[src/rtl/in_reg_capture_ctrl.sv]
// Sequences clear/preset/capture strobes for a bank of input-register cells and
// streams the captured pad values back out as paced valid/ready samples.
module in_reg_capture_ctrl #(
  parameter int NUM_LANES = 4,
  parameter int CNT_W     = 8,
  parameter int DIV_W     = 4
) (
  input  logic                 clk,
  input  logic                 rst,
  input  logic                 cmd_valid,
  output logic                 cmd_ready,
  input  logic [1:0]           cmd_op,
  input  logic [NUM_LANES-1:0] cmd_mask,
  input  logic [CNT_W-1:0]     cmd_count,
  input  logic [DIV_W-1:0]     cmd_div,
  output logic [NUM_LANES-1:0] reg_sel,
  output logic [NUM_LANES-1:0] reg_rst,
  output logic [NUM_LANES-1:0] reg_hold,
  input  logic [NUM_LANES-1:0] reg_q,
  output logic                 smp_valid,
  input  logic                 smp_ready,
  output logic [NUM_LANES-1:0] smp_data,
  output logic                 smp_last,
  output logic                 busy,
  output logic                 done
);

  // state  | meaning
  // IDLE   | ready for a command; also the done cycle of a no-strobe command
  // STROBE | reg_rst or reg_hold driven for one cycle, done pulses
  // SEL    | reg_sel driven, input registers capture at the end of this cycle
  // LATCH  | register output settles; sample taken at the end of this cycle
  // WAIT   | divider countdown and backpressure stall before the next SEL
  // DRAIN  | last sample waiting for its handshake
  typedef enum logic [2:0] {IDLE, STROBE, SEL, LATCH, WAIT, DRAIN} state_e;

  localparam logic [1:0] OP_NOP     = 2'b00;
  localparam logic [1:0] OP_CLEAR   = 2'b01;
  localparam logic [1:0] OP_PRESET  = 2'b10;
  localparam logic [1:0] OP_CAPTURE = 2'b11;

  state_e               state_q;
  logic [NUM_LANES-1:0] mask_q;
  logic [CNT_W-1:0]     cnt_q;
  logic [CNT_W-1:0]     idx_q;
  logic [DIV_W-1:0]     div_cfg_q;
  logic [DIV_W-1:0]     div_q;
  logic                 cmd_ready_q;
  logic [NUM_LANES-1:0] reg_sel_q;
  logic [NUM_LANES-1:0] reg_rst_q;
  logic [NUM_LANES-1:0] reg_hold_q;
  logic                 smp_valid_q;
  logic [NUM_LANES-1:0] smp_data_q;
  logic                 smp_last_q;
  logic                 busy_q;
  logic                 done_q;

  logic                 smp_take_d;
  logic                 is_last_d;
  logic                 no_strobe_d;

  assign smp_take_d  = smp_valid_q && smp_ready;
  assign is_last_d   = (idx_q == cnt_q - CNT_W'(1));
  assign no_strobe_d = (cmd_op == OP_NOP) || (cmd_mask == '0) ||
                       ((cmd_op == OP_CAPTURE) && (cmd_count == '0));

  always_ff @(posedge clk or posedge rst) begin
    if (rst) begin
      state_q     <= IDLE;
      mask_q      <= '0;
      cnt_q       <= '0;
      idx_q       <= '0;
      div_cfg_q   <= '0;
      div_q       <= '0;
      cmd_ready_q <= 1'b0;
      reg_sel_q   <= '0;
      reg_rst_q   <= '0;
      reg_hold_q  <= '0;
      smp_valid_q <= 1'b0;
      smp_data_q  <= '0;
      smp_last_q  <= 1'b0;
      busy_q      <= 1'b0;
      done_q      <= 1'b0;
    end else begin
      done_q     <= 1'b0;
      reg_sel_q  <= '0;
      reg_rst_q  <= '0;
      reg_hold_q <= '0;
      if (smp_take_d) begin
        smp_valid_q <= 1'b0;
        smp_last_q  <= 1'b0;
      end

      case (state_q)
        IDLE: begin
          busy_q      <= 1'b0;
          cmd_ready_q <= 1'b1;
          if (cmd_ready_q && cmd_valid) begin
            cmd_ready_q <= 1'b0;
            mask_q      <= cmd_mask;
            cnt_q       <= cmd_count;
            div_cfg_q   <= cmd_div;
            idx_q       <= '0;
            if (no_strobe_d) begin
              done_q <= 1'b1;
            end else begin
              busy_q <= 1'b1;
              case (cmd_op)
                OP_CLEAR: begin
                  reg_rst_q <= cmd_mask;
                  done_q    <= 1'b1;
                  state_q   <= STROBE;
                end
                OP_PRESET: begin
                  reg_hold_q <= cmd_mask;
                  done_q     <= 1'b1;
                  state_q    <= STROBE;
                end
                default: begin
                  reg_sel_q <= cmd_mask;
                  state_q   <= SEL;
                end
              endcase
            end
          end
        end

        STROBE: begin
          busy_q      <= 1'b0;
          cmd_ready_q <= 1'b1;
          state_q     <= IDLE;
        end

        SEL: state_q <= LATCH;

        LATCH: begin
          smp_data_q  <= reg_q & mask_q;
          smp_valid_q <= 1'b1;
          smp_last_q  <= is_last_d;
          div_q       <= div_cfg_q;
          if (is_last_d) begin
            state_q <= DRAIN;
          end else begin
            idx_q   <= idx_q + CNT_W'(1);
            state_q <= WAIT;
          end
        end

        // a sample consumed on this same edge frees the slot for the next SEL
        WAIT: begin
          if (div_q != '0) begin
            div_q <= div_q - DIV_W'(1);
          end else if (!smp_valid_q || smp_ready) begin
            reg_sel_q <= mask_q;
            state_q   <= SEL;
          end
        end

        DRAIN: begin
          if (smp_take_d) begin
            done_q  <= 1'b1;
            busy_q  <= 1'b0;
            state_q <= IDLE;
          end
        end

        default: state_q <= IDLE;
      endcase
    end
  end

  assign cmd_ready = cmd_ready_q;
  assign reg_sel   = reg_sel_q;
  assign reg_rst   = reg_rst_q;
  assign reg_hold  = reg_hold_q;
  assign smp_valid = smp_valid_q;
  assign smp_data  = smp_data_q;
  assign smp_last  = smp_last_q;
  assign busy      = busy_q;
  assign done      = done_q;

endmodule
[config.mk]
export PLATFORM = sky130hd
export DESIGN_NAME = in_reg_capture_ctrl
export DESIGN_NICKNAME = d
export VERILOG_FILES = /design/src/rtl/in_reg_capture_ctrl.sv
export SDC_FILE = /design/constraint.sdc
export NUM_CORES = 1
export LEC_CHECK = 0
export CAP_MARGIN = 20
export CORE_ASPECT_RATIO = 0.7
export CORE_MARGIN = 2
export CORE_UTILIZATION = 45
export CTS_CLUSTER_SIZE = 14
export DETAILED_ROUTE_END_ITERATION = 10
export GPL_ROUTABILITY_DRIVEN = 0
export PLACE_DENSITY = 0.81
export SETUP_SLACK_MARGIN = 0.02
export SYNTH_ARGS = -nofsm -noshare
export SYNTH_HDL_FRONTEND = slang
export SYNTH_SLANG_ARGS = --single-unit
[constraint.sdc]
create_clock -name clk -period 2.53 [get_ports clk]
set_input_delay 0.253 -clock clk [delete_from_list [all_inputs] [get_ports clk]]
set_output_delay 0.253 -clock clk [all_outputs]
set_load 0.005 [all_outputs]
; ---- Yosys cells after proc, flatten, opt, wreduce, memory -nomap -nowiden
; Index checks and enable logic that the tools add are counted.
[totals]
regBits = 52
in_bits = 26
out_inout_bits = 21
word_cells = 98
[classes]
add_sub_neg = 3
n_eq_ne = 16
muxes = 40
bitwise = 1
reduce_logical = 23
[ops]
columns = op, n
row1 = $mux 4, 14
row2 = $mux 8, 2
row3 = $pmux 4 s2, 2
row4 = $pmux 8 s2, 1
row5 = $mux 3, 5
row6 = $pmux 3 s5, 1
row7 = $ne 2x2->1 const B, 7
row8 = $mux 1, 11
row9 = $add 8x1->8 const B, 1
row10 = $eq 8x8->1, 1
row11 = $logic_not 8->1, 1
row12 = $reduce_bool 2->1, 4
row13 = $sub 8x1->8 const B, 1
row14 = $eq 3x2->1 const B, 2
row15 = $eq 3x3->1 const B, 2
row16 = $reduce_and 2->1, 3
row17 = $reduce_and 5->1, 1
row18 = $and 4x4->4, 1
row19 = $eq 2x2->1 const B, 2
row20 = $logic_not 4->1, 1
row21 = $pmux 1 s2, 2
row22 = $reduce_bool 4->1, 1
row23 = $sub 4x1->4 const B, 1
row24 = $eq 3x1->1 const B, 1
row25 = other kinds (11), 15

; ---- Depth between registers and ports, before layout
[depth]
ltp_word = 6
depth_mapped = 9
depth_no_buf = 8

; ---- Least setup slack after synthesis
; No wires, ideal clock.
[synth_path]
path_kind = flip-flop to flip-flop
startpoint = reg cnt_q[0]
endpoint = reg idx_q[1]
setup_ns = 0.120
arrival_ns = 1.748
required_ns = 2.410
path_slack_ns = 0.662
path_stages_with_launch = 10
n_path_buf = 1
period_less_slack_ns = 1.868
path_cell_list = dfrtp_1 inv_1 ha_1 nor2b_1 nand3b_1 xnor2_1 nand4bb_1 buf_6 and3_4 a31o_1
[synth_between]
elab_chain_len = 4
[synth_rtl]
columns = element, line
row1 = "start, declared", 44  ; logic [CNT_W-1:0] cnt_q;
row2 = "start signal, assigned", 101  ; cnt_q <= cmd_count;
row3 = $sub 8x1->8, 63  ; assign is_last_d = (idx_q == cnt_q - CNT_W'(1));
row4 = $eq 8x8->1, 63
row5 = $ne 2x2->1 (no line), n/a
row6 = $reduce_and 3->1 (no line), n/a
row7 = "end signal, assigned", 144  ; idx_q <= idx_q + CNT_W'(1);
row8 = "end, declared", 45  ; logic [CNT_W-1:0] idx_q;
; Every way passes these cells.
; A chain may end at the register's enable or synchronous reset.

; ---- Final worst setup path
; Ends and elaborated chain as after synthesis.

==> flow_summary.json <==
{
  "async_flop_share_pct": 100,
  "grt_max_degree": 28,
  "avgSynthCellArea_um2": 9.43,
  "io_buffers": 46,
  "final_common_cell": "nand2_1",
  "wire_per_inst_um": 14.9,
  "synth_area_um2": 2590,
  "post_route_cells_drive_above_1_share_pct": 7.67,
  "drv_cap": 0,
  "ant_nets": 0,
  "setup-violations-final": 0,
  "criticalPathCategory": "flop to flop",
  "antenna_found_initial": 0,
  "clk_pin_slew_worst_paths_ps": 100,
  "grt.overflow.total": 0,
  "fmax_ghz": 0.453,
  "worst_pin_slew_ps": 594,
  "die_h_um": 67.5,
  "peakVddDrop_v": 0.000520,
  "power_density_nw_per_um2": 932,
  "syn_inst": 275,
  "cts_buffer_depth": 2,
  "io_pins": 47,
  "synth_warnings": 0,
  "dieArea_um2": 6390,
  "yosysTopAreaCell": "dfrtp_1",
  "drt-vias-per-instance": 5.30,
  "most-common-layout-cells": "nand2_1, dfrtp_1, clkdlybuf4s50_1",
  "final_cell_area_um2": 3260,
  "synth_top_area_share_pct": 50.2,
  "leakage_nw": 1.55,
  "multiInputGateArea_um2": 1200,
  "status": "finished clean",
  "slew_headroom_pct": 60.4,
  "placed_cell_area_um2": 3150,
  "cp_data_required_time_ps": 2730,
  "post-route-util_pct": 57.7,
  "grt_usage_pct": 20.7,
  "syn_nets": 309,
  "dr_total_vias": 2125,
  "critical_path.max_fanout": 11,
  "area_growth_pct": 25.6,
  "routed_wl_mm": 5.96,
  "drv_slew": 0,
  "r2r_start": "cnt_q[0]",
  "insertion_delay_ps": 310,
  "cts_tree": "yes",
  "hpwl_mm": 4.35,
  "yosysSeqAreaShare_pct": 50.2,
  "finalCritPeriodShare_pct": 87.3,
  "dominantRegCellSynth": "dfrtp_1",
  "antenna_cells": 0,
  "cpPeakStageDelay_ps": 440,
  "fin_nets": 359,
  "numCtsBuffers": 5,
  "ctsHtreeMaxLevel": 2,
  "coreArea_um2": 5640,
  "firstDrtPassIters": 4,
  "grt_pass1_vias": 2041,
  "crit_path_end_kind": "flop",
  "path_cells": "inv_1 -> ha_1 -> nor2b_1 -> nand3b_1 -> xnor2_1 -> nand4bb_2 -> and3_4 -> a31o_1",
  "arrival_ps": 2410,
  "slowest_stage": "dfrtp_1",
  "grt_pass1_wl_mm": 10.0,
  "drt-initial-drc-count": 118,
  "hold_viol_final": 0,
  "core.rowCount": 23,
  "tns_ps": 0,
  "synth_area_leaders": "dfrtp_1, nand2_1, ha_1, nor2_1, nand3_1",
  "clock-sinks": 52,
  "die_w_um": 94.7,
  "ys_types": 53,
  "nFillCells": 507,
  "clock-root-buffer": "clkbuf_8",
  "ys_ff_latch": 52,
  "fin_crit_ps": 2210,
  "crit_start": "cnt_q[0]",
  "drcViolationCount": 0,
  "synth_edf_count": 0,
  "skew_ps": 10.6,
  "rsz0062_at_grt": "false",
  "critPathLaunchType": "flop",
  "ff_latch_area_um2": 1300,
  "holdCritPathClass": "input pin to asynchronous set/reset pin",
  "initial_core_util_pct": 46.0
}
power by group:
group	switching (mW)	total, mW	internal, mW
combinational	0.645	1.20	0.558
clock	0.280	0.502	0.222
sequential	0.254	1.33	1.08
total	1.18	3.04	1.86
registers in the layout (all words and copies together) (netlist names):
signal,flops
reg_rst,4
div_q,4
cmd_ready,1
busy,1
smp_last,1
smp_valid,1
div_cfg_q,4
reg_hold,4
mask_q,4
reg_sel,4
state_q,3
smp_data,4
cnt_q,8
done,1
idx_q,8
cell type report:
type / count / share of cell area [%]
Sequential cell: 52 / 40.0
Multi-Input combinational cell: 201 / 36.8
Timing Repair Buffer: 52 / 15.9
Tap cell: 75 / 2.88
Clock buffer: 6 / 2.54
Inverter: 13 / 1.50
Clock inverter: 2 / 0.461
Yosys cell counts, types with 2 or more instances:
library cell,number
nand2_1,68
mux2i_1,6
a21oi_1,7
nor3_1,5
or3_1,3
nor2b_1,2
xnor2_1,3
dfrtp_1,52
nor4_1,2
clkbuf_1,3
ha_1,8
nor3b_1,2
a32o_1,4
nand3_1,13
nor2_1,21
o21ai_0,7
xor2_1,6
inv_1,13
nand2b_1,6
buf_2,4
nand4_1,8
worst paths after layout:
check                      slack (ps)          end  cells after the start
max                               320     idx_q[1]                      8
min                               330   reg_rst[2]                      2
max reg2reg                       320     idx_q[1]                      8
min reg2reg                       480  smp_data[3]                      2
max in group asynchronous        1650     idx_q[7]                      3
min in group clk                  480  smp_data[3]                      2
logic make-up after synthesis:
logic type                 synth area share, %
adders and majority gates                 3.86
DFF                                       50.2
buffers and inverters                     3.81
AOI/OAI and AO/OA                         8.88
and+or+nand+nor                           27.9
xor gates and xnor gates                  3.04
muxes                                     2.32
timing repair:
item                                    CTS  global route
endpoints found under the setup margin    0             1
resized for setup                         0             1
hold buffers                              0             0
buffers inserted                          0             0
stage by stage:
step / hold WS (ps) / setup WS (ps) / power (mW) / std cells
floorplan: 358 / 662 / 2.10 / 275
global placement: 448 / 368 / 2.47 / 393
detailed placement: 458 / 289 / 2.51 / 393
CTS: 339 / 225 / 3.04 / 401
global route: 384 / 144 / 3.30 / 401
finish: 330 / 323 / 3.04 / 401
metal layers:
layer / wire length (µm) / track usage, % / up-vias
li1: - / - / 1038
met1: 2720 / 29.2 / 1014
met2: 2790 / 32.6 / 66
met3: 391 / 3.91 / 7
met4: 59 / 6.52 / 0
met5: 0 / 0 / -
critical path, delay by kind of cell, from the launching register on:
kind	cells	cell delay [ps]
flops	1	440
xor+xnor	1	130
fa+ha+maj	1	200
compound gates	1	180
simple gates	4	1040
buf+inv	1	120
Note: power is estimated with default switching activity, not from simulation.
